===== config.mk =====
export PLATFORM = sky130hd
export DESIGN_NAME = ysyx_22040895_pcu
export DESIGN_NICKNAME = d
export VERILOG_FILES = /design/src/rtl/ysyx_22040895_pcu.sv
export SDC_FILE = /design/constraint.sdc
export NUM_CORES = 1
export LEC_CHECK = 0
export CORE_MARGIN = 1
export CORE_UTILIZATION = 42
export DETAILED_ROUTE_END_ITERATION = 10
export GPL_ROUTABILITY_DRIVEN = 1
export HOLD_SLACK_MARGIN = 0.06
export PLACE_DENSITY = 0.77
export SLEW_MARGIN = 20
export SYNTH_ARGS = -nofsm -noshare
export SYNTH_HDL_FRONTEND = slang
export SYNTH_SLANG_ARGS = --single-unit

===== constraint.sdc =====
create_clock -name clk -period 2.3 [get_ports clk]
set_clock_uncertainty 0.05 [all_clocks]
set_input_delay 0.46 -clock clk [delete_from_list [all_inputs] [get_ports clk]]
set_output_delay 0.46 -clock clk [all_outputs]
set_load 0.01 [all_outputs]

===== src/rtl/ysyx_22040895_pcu.sv =====
// PC update and instruction-fetch control: one outstanding imem request, redirect squash.
// Optional misaligned-redirect trap: define YSYX_22040895_PCU_MISALIGN_TRAP_EN.
module ysyx_22040895_pcu #(
    parameter int XLEN = 64,
    parameter logic [XLEN-1:0] RESET_PC = XLEN'(64'h0000_0000_8000_0000),
    parameter int ILEN = 32
) (
    input  logic            clk,
    input  logic            rst_n,
    input  logic            jump_branch_i,
    input  logic [XLEN-1:0] dnpc_i,
    output logic            imem_req_valid_o,
    input  logic            imem_req_ready_i,
    output logic [XLEN-1:0] imem_addr_o,
    input  logic            imem_rsp_valid_i,
    input  logic [ILEN-1:0] imem_rsp_data_i,
    output logic            inst_valid_o,
    input  logic            inst_ready_i,
    output logic [ILEN-1:0] inst_o,
    output logic [XLEN-1:0] pc_o,
    output logic            misalign_o
);

    typedef enum logic [1:0] {
        S_RST,
        S_REQ,
        S_WAIT,
        S_OUT
    } state_t;

    state_t          state_q, state_n;
    logic [XLEN-1:0] pc_q, pc_n;
    logic            disc_q, disc_n;
    logic [ILEN-1:0] inst_q, inst_n;
    logic [XLEN-1:0] pco_q, pco_n;

    logic            take;
    logic [XLEN-1:0] tgt;
    logic            active;

    assign active = (state_q != S_RST);

`ifdef YSYX_22040895_PCU_MISALIGN_TRAP_EN
    logic mis_q;
    logic mis_hit;

    // A misaligned target is reported and the redirect is ignored.
    assign mis_hit    = active && jump_branch_i && (dnpc_i[1:0] != 2'b00);
    assign take       = active && jump_branch_i && (dnpc_i[1:0] == 2'b00);
    assign tgt        = dnpc_i;
    assign misalign_o = mis_q;

    always_ff @(posedge clk) begin
        if (!rst_n) begin
            mis_q <= 1'b0;
        end else if (mis_hit) begin
            mis_q <= 1'b1;
        end
    end
`else
    assign take       = active && jump_branch_i;
    assign tgt        = dnpc_i & ~XLEN'(3);
    assign misalign_o = 1'b0;
`endif

    always_comb begin
        state_n = state_q;
        pc_n    = pc_q;
        disc_n  = disc_q;
        inst_n  = inst_q;
        pco_n   = pco_q;
        unique case (state_q)
            S_RST: begin
                state_n = S_REQ;
            end
            S_REQ: begin
                if (take) begin
                    pc_n = tgt;
                end
                if (imem_req_ready_i) begin
                    state_n = S_WAIT;
                    disc_n  = take;
                end
            end
            S_WAIT: begin
                if (take) begin
                    pc_n = tgt;
                    if (imem_rsp_valid_i) begin
                        state_n = S_REQ;
                        disc_n  = 1'b0;
                    end else begin
                        disc_n = 1'b1;
                    end
                end else if (imem_rsp_valid_i) begin
                    if (disc_q) begin
                        state_n = S_REQ;
                        disc_n  = 1'b0;
                    end else begin
                        state_n = S_OUT;
                        inst_n  = imem_rsp_data_i;
                        pco_n   = pc_q;
                    end
                end
            end
            S_OUT: begin
                if (take) begin
                    pc_n    = tgt;
                    state_n = S_REQ;
                end else if (inst_ready_i) begin
                    pc_n    = pc_q + XLEN'(4);
                    state_n = S_REQ;
                end
            end
            default: begin
                state_n = S_RST;
            end
        endcase
    end

    always_ff @(posedge clk) begin
        if (!rst_n) begin
            state_q <= S_RST;
            pc_q    <= RESET_PC;
            disc_q  <= 1'b0;
            inst_q  <= '0;
            pco_q   <= '0;
        end else begin
            state_q <= state_n;
            pc_q    <= pc_n;
            disc_q  <= disc_n;
            inst_q  <= inst_n;
            pco_q   <= pco_n;
        end
    end

    assign imem_req_valid_o = (state_q == S_REQ);
    assign imem_addr_o      = pc_q;
    assign inst_valid_o     = (state_q == S_OUT);
    assign inst_o           = inst_q;
    assign pc_o             = pco_q;

endmodule

==> results of run 1 <==
## final cells by class
cell class	instances	area, um2
flip-flops and latches	159	3189
clock inverters	5	105.1
inverters	11	43.79
fillers	1522	6336
diodes	2	5.005
repair buffers	400	3771
well taps	234	292.8
clock buffers	23	498.0
multi-input cells	808	4464
## worst register-to-register path, cell delays in order (launching register included)
cell      delay (ns)
dfxtp_2         0.37
buf_4           0.14
nand4_1         0.14
or4_1           0.62
nor4_2          0.23
buf_4           0.23
a211oi_1        0.08
a311o_1         0.32
## sequential cells by signal, indices dropped and copies added (netlist names)
name / count
disc_q: 1
state_q: 2
inst_o: 32
imem_addr_o: 62
pc_o: 62
## power breakdown
part           internal, W  switching (W)  leakage, nW
Clock              0.00183        0.00112        0.289
Combinational     0.000935       0.000923         2.85
Sequential         0.00291       0.000139         1.29
## through the flow
| stage | std cells | instance area (um2) | hold WS (ns) | setup slack, ns | setup TNS [ns] |
|---|---|---|---|---|---|
| final | 1642 | 12370 | 0.4013 | 0.005624 | 0 |
| after global routing | 1642 | 12370 | 0.4186 | -0.02490 | -0.02490 |
| after CTS | 1635 | 12280 | 0.4038 | -0.001266 | -0.001266 |
| after detailed placement | 1607 | 11660 | 0.3958 | -0.09099 | -1.024 |
| after global placement | 1607 | 11660 | 0.3904 | -0.08441 | -0.6081 |
| after floorplan | 1079 | 8019 | 0.4281 | 0.002295 | 0 |
## placed cells by master (no fill, tap or decap), types with 11 or more instances in the layout
cell type / instances
nand2_1: 264
clkdlybuf4s50_1: 257
dfxtp_1: 154
a21oi_1: 135
buf_4: 129
nand3_1: 47
nor2_1: 40
o21ai_0: 34
nand4_1: 28
nor3_1: 23
and3_1: 19
nor4_1: 19
clkbuf_16: 17
a31oi_1: 14
and4_1: 12
o211ai_1: 11
## cells by family (layout without fill, tap and decap cells)
family | Yosys count | in the layout
compound gates | 283 | 283
fa+ha+maj | 6 | 6
buf+inv | 112 | 439
flops | 159 | 159
mux | 12 | 12
other cells | 1 | 7
simple gates | 502 | 502
## metal layers
layer / track usage [%] / vias up / routed length [um]
li1: - / 4469 / -
met1: 36.40 / 4395 / 11910
met2: 46.42 / 520 / 13390
met3: 6.359 / 87 / 2593
met4: 10.99 / 0 / 958
met5: 0 / - / 0
## final timing paths
path,startpoint,end,slack (ns)
max reg2reg,imem_addr_o[34],imem_addr_o[55],0.006
max,imem_addr_o[34],imem_addr_o[55],0.006
min,pc_o[29],pc_o[29],0.40
min reg2reg,pc_o[29],pc_o[29],0.40
## timing repair
action / in CTS / in global routing
endpoints found under the hold margin: 0 / 0
setup endpoints to repair: 1 / 35
buffers inserted: 0 / 4
cloned: 0 / 1
hold buffers: 0 / 0
pin swaps: 0 / 2
resized for setup: 4 / 14
==> impl_metrics.toml, run 1 <==
[cts]
cts_tree = "yes"
cts.clk_slew.worst_paths_ns = 0.06
clk-insertion-delay-late_ns = 0.42
clockRootBuffer = "clkbuf_16"
max-clock-path-buffers = 2
clock_sinks = 159
htreeDepth = 4
cts-buffers-inserted = 17

[synth]
synth-compound-area-share_pct = 21.96
synthFlopType = "dfxtp_1"
synth.yosys.warnings = 0
ys_top_cells_by_count = "266 x nand2_1, 159 x dfxtp_1, 136 x a21oi_1"
synthSimpleGateAreaFrac_pct = 29.92
yosys.cell_types.count = 64
synth_top_cell_area_share_pct = 39.79
ys_top_cells_by_area = "dfxtp_1 40%, nand2_1 12%, a21oi_1 8.5%, clkbuf_1 3.2%, nand3_1 2.9%"
syn_area_per_cell_um2 = 7.441
yosysMostFrequentCell = "nand2_1"
synth-edff-count = 0
synth_seq_cells = 159
netlist_instances = 1075
synth_top_family_by_area = "simple AND/OR/NAND/NOR gates"
yosysTopAreaCell = "dfxtp_1"
seq_area_frac_synth_pct = 39.79
synth_area_um2 = 7999
synth.area.mux_share_pct = 1.564
async_reset_ff_share_pct = 0
synth-adder-area-share_pct = 0.9385
synthXorXnorAreaFrac_pct = 0

[worst_setup_path]
cp_num_buf_inv = 2
crit_family = "simple AND/OR/NAND/NOR gates"
cp_cell_sequence = "buf_4, nand4_1, or4_1, nor4_2, buf_4, a211oi_1, a311o_1"
cp.arrival_ns = 2.56
worstPathMaxFanout = 5
start_kind = "register"
crit_type = "reg2reg"
slowest_delay_ns = 0.62
cp_slowest_cell = "or4_1"
endpoint_kind = "register"
required_ns = 2.56
worst_path_most_repeated_cell = "buf_4"
rr_worst_depth = 7
cp.depth = 7

[timing]
clock.fmax_mhz = 435.8
fin_crit_sh_pct = 99.76
hold_violations = 0
max_slew_margin_pct = 58.26
worstMarginPinSlew_ns = 0.6195
final.min_clock_period_ns = 2.294
setup_viol = 0
final-max-slew-violation-count = 0

[floorplan]
die-area_um2 = 19600
row_count = 50
start_util_pct = 42.76
die_h_um = 140.0
die_x_um = 140.0
coreArea_um2 = 18710
io_pins = 265

[min_path]
holdPathStages = 2
hp-class = "reg2reg"

[global_route]
grt_pass1_wl_um = 44880
grt_overflow = 0
grt_max_degree = 44
grt_pass1_vias = 8738
grt_use_total_pct = 28.40
grt_antenna_before_repair = 2

[placement]
gp_congestion = 0.9340
io_buffer_count = 257
post-dp-hpwl_um = 20540

[finish]
fin_nets = 1505
area.growth.synth_to_final_pct = 54.64
final_core_utilization_pct = 66.13
drive_gt1_share_pct = 14.72

[power_and_ir_drop]
leakage_nw = 4.426
p_per_area_nw_per_um2 = 635.3
power.total_w = 0.007858
vdd_drop_max_mv = 0.5223

[route]
drt-initial-drc-count = 883
vias_per_cell = 5.768
remaining_drc_errors = 0
num_vias = 9471
ant_nets = 0
wl_um = 28860
first_pass_iters = 7
wire_per_inst_um = 17.57

[run]
drv_cap = 0

[outcome]
outcome = "completed"
(Power assumes the default switching activity.)
==> run 2, diff against run 1 <==
PLACE_DENSITY = 0.79   (was 0.77)
==> run 2 against run 1 <==
Effect of this change:
- clock power shrank 2%
- cell count shrank 0.24%
- power shrank 0.23%
- sequential share of layout area grew 0.059 points
- core utilization shrank 0.23 points
- non-clock buffer count shrank 8
- via count shrank 1.3%
- register-to-register slack gained 0.05 ns
- final area shrank 0.34%
- global-route usage shrank 0.24 points
- first-iteration DRC count shrank 0.79%
- critical path type unchanged
- critical endpoint is now imem_addr_o[53]
- largest cell class unchanged
- largest power group unchanged
- highest routed layer is now met5
==> impl_metrics.toml, run 2 (synthesized netlist as in run 1, its figures left out) <==
[floorplan]
die_x_um = 140.0
io_pins = 265
start_util_pct = 42.76
coreArea_um2 = 18710
row_count = 50
die_h_um = 140.0
die-area_um2 = 19600

[placement]
post-dp-hpwl_um = 20450
gp_congestion = 0.8928
io_buffer_count = 257
dpl.cell_count = 1602

[worst_setup_path]
cp.arrival_ns = 2.52
start_kind = "register"
required_ns = 2.57
worstPathMaxFanout = 6
endpoint_kind = "register"
crit_type = "reg2reg"

[cts]
max-clock-path-buffers = 2
cts.clk_slew.worst_paths_ns = 0.07
clk-insertion-delay-late_ns = 0.43
cts_tree = "yes"
clockRootBuffer = "clkbuf_16"
clock_sinks = 159
cts-buffers-inserted = 17
htreeDepth = 4
hold_buffers = 0

[finish]
final_cells = 1638
final_core_utilization_pct = 65.90
area.growth.synth_to_final_pct = 54.11
final_cell_mix = "264 x nand2_1, 256 x clkdlybuf4s50_1, 157 x dfxtp_1"
layout_commonest_cell = "nand2_1"
fin_nets = 1498
drive_gt1_share_pct = 14.40

[route]
first_pass_iters = 5
wl_um = 28240
remaining_drc_errors = 0
wire_per_inst_um = 17.24
num_vias = 9347
ant_nets = 0
vias_per_cell = 5.706
drt-initial-drc-count = 876

[timing]
rsz0062_at_grt = "false"
final.min_clock_period_ns = 2.247
clock.fmax_mhz = 445.0
tns_ns = 0
hold_violations = 0
final-max-slew-violation-count = 0
fin_crit_sh_pct = 97.71
setup_viol = 0

[power_and_ir_drop]
p_per_area_nw_per_um2 = 636.1
vdd_drop_max_mv = 0.5678
leakage_nw = 4.390

[global_route]
grt_max_degree = 69
grt_overflow = 0
grt_use_total_pct = 28.16
grt_antenna_before_repair = 2
grt_pass1_vias = 8705
grt_pass1_wl_um = 44530

[min_path]
hp-class = "reg2reg"

[run]
drv_cap = 0

[outcome]
outcome = "completed"
==> run 2: routing by layer <==
metal	global-route usage (%)	vias to the layer above	routed length (um)	share of wire, %
met1	34.99	4349	11680	41
met5	0	-	16	0.057
li1	-	4469	-	-
met2	45.79	450	13090	46
met3	8.034	77	2577	9.1
met4	11.45	2	882	3.1
==> run 2: critical path, cell delays in order (launching register included) <==
cell and delay (ns):
dfxtp_1 0.33, buf_4 0.16, nand4_1 0.13, or4_1 0.58, nor4_1 0.30, buf_4 0.22, a21oi_1 0.07, o31a_1 0.30
==> run 2: cell type report <==
class / count / area (um2)
flip-flops and latches: 159 / 3186
inverters: 11 / 43.79
clock inverters: 14 / 156.4
well taps: 234 / 292.8
fillers: 1547 / 6379
diodes: 1 / 2.502
multi-input cells: 809 / 4469
clock buffers: 18 / 439.2
repair buffers: 392 / 3737
==> run 2: path summary, 6_finish.rpt <==
| path | startpoint | endpoint | slack, ns | cells after the start |
|---|---|---|---|---|
| setup / recovery | imem_addr_o[34] | imem_addr_o[53] | 0.05 | 7 |
| hold / removal | pc_o[36] | pc_o[36] | 0.40 | 2 |
| setup reg to reg | imem_addr_o[34] | imem_addr_o[53] | 0.05 | 7 |
| hold reg to reg | pc_o[36] | pc_o[36] | 0.40 | 2 |
==> run 2: repair_timing <==
| item | CTS | global route |
|---|---|---|
| gates resized for setup | 1 | 13 |
| buffers inserted | 0 | 2 |
| pin swaps | 0 | 2 |
| gates cloned | 0 | 1 |
| endpoints found under the setup margin | 1 | 39 |
==> run 2: metrics by stage <==
step	hold WS (ns)	worst slack, ns	power, W	instance area, um2
6_report	0.4023	0.05267	0.007841	12330
4_1_cts	0.4045	0.008690	0.007807	12240
3_3_place_gp	0.3906	-0.07024	0.004894	11650
2_1_floorplan	0.4281	0.002295	0.003868	8019
3_5_place_dp	0.3953	-0.08686	0.004931	11650
5_1_grt	0.4198	0.01036	0.008136	12330
==> run 2: power breakdown <==
group          internal (W)  switching, W
clock network       0.00165       0.00125
logic              0.000957      0.000947
registers           0.00291      0.000132
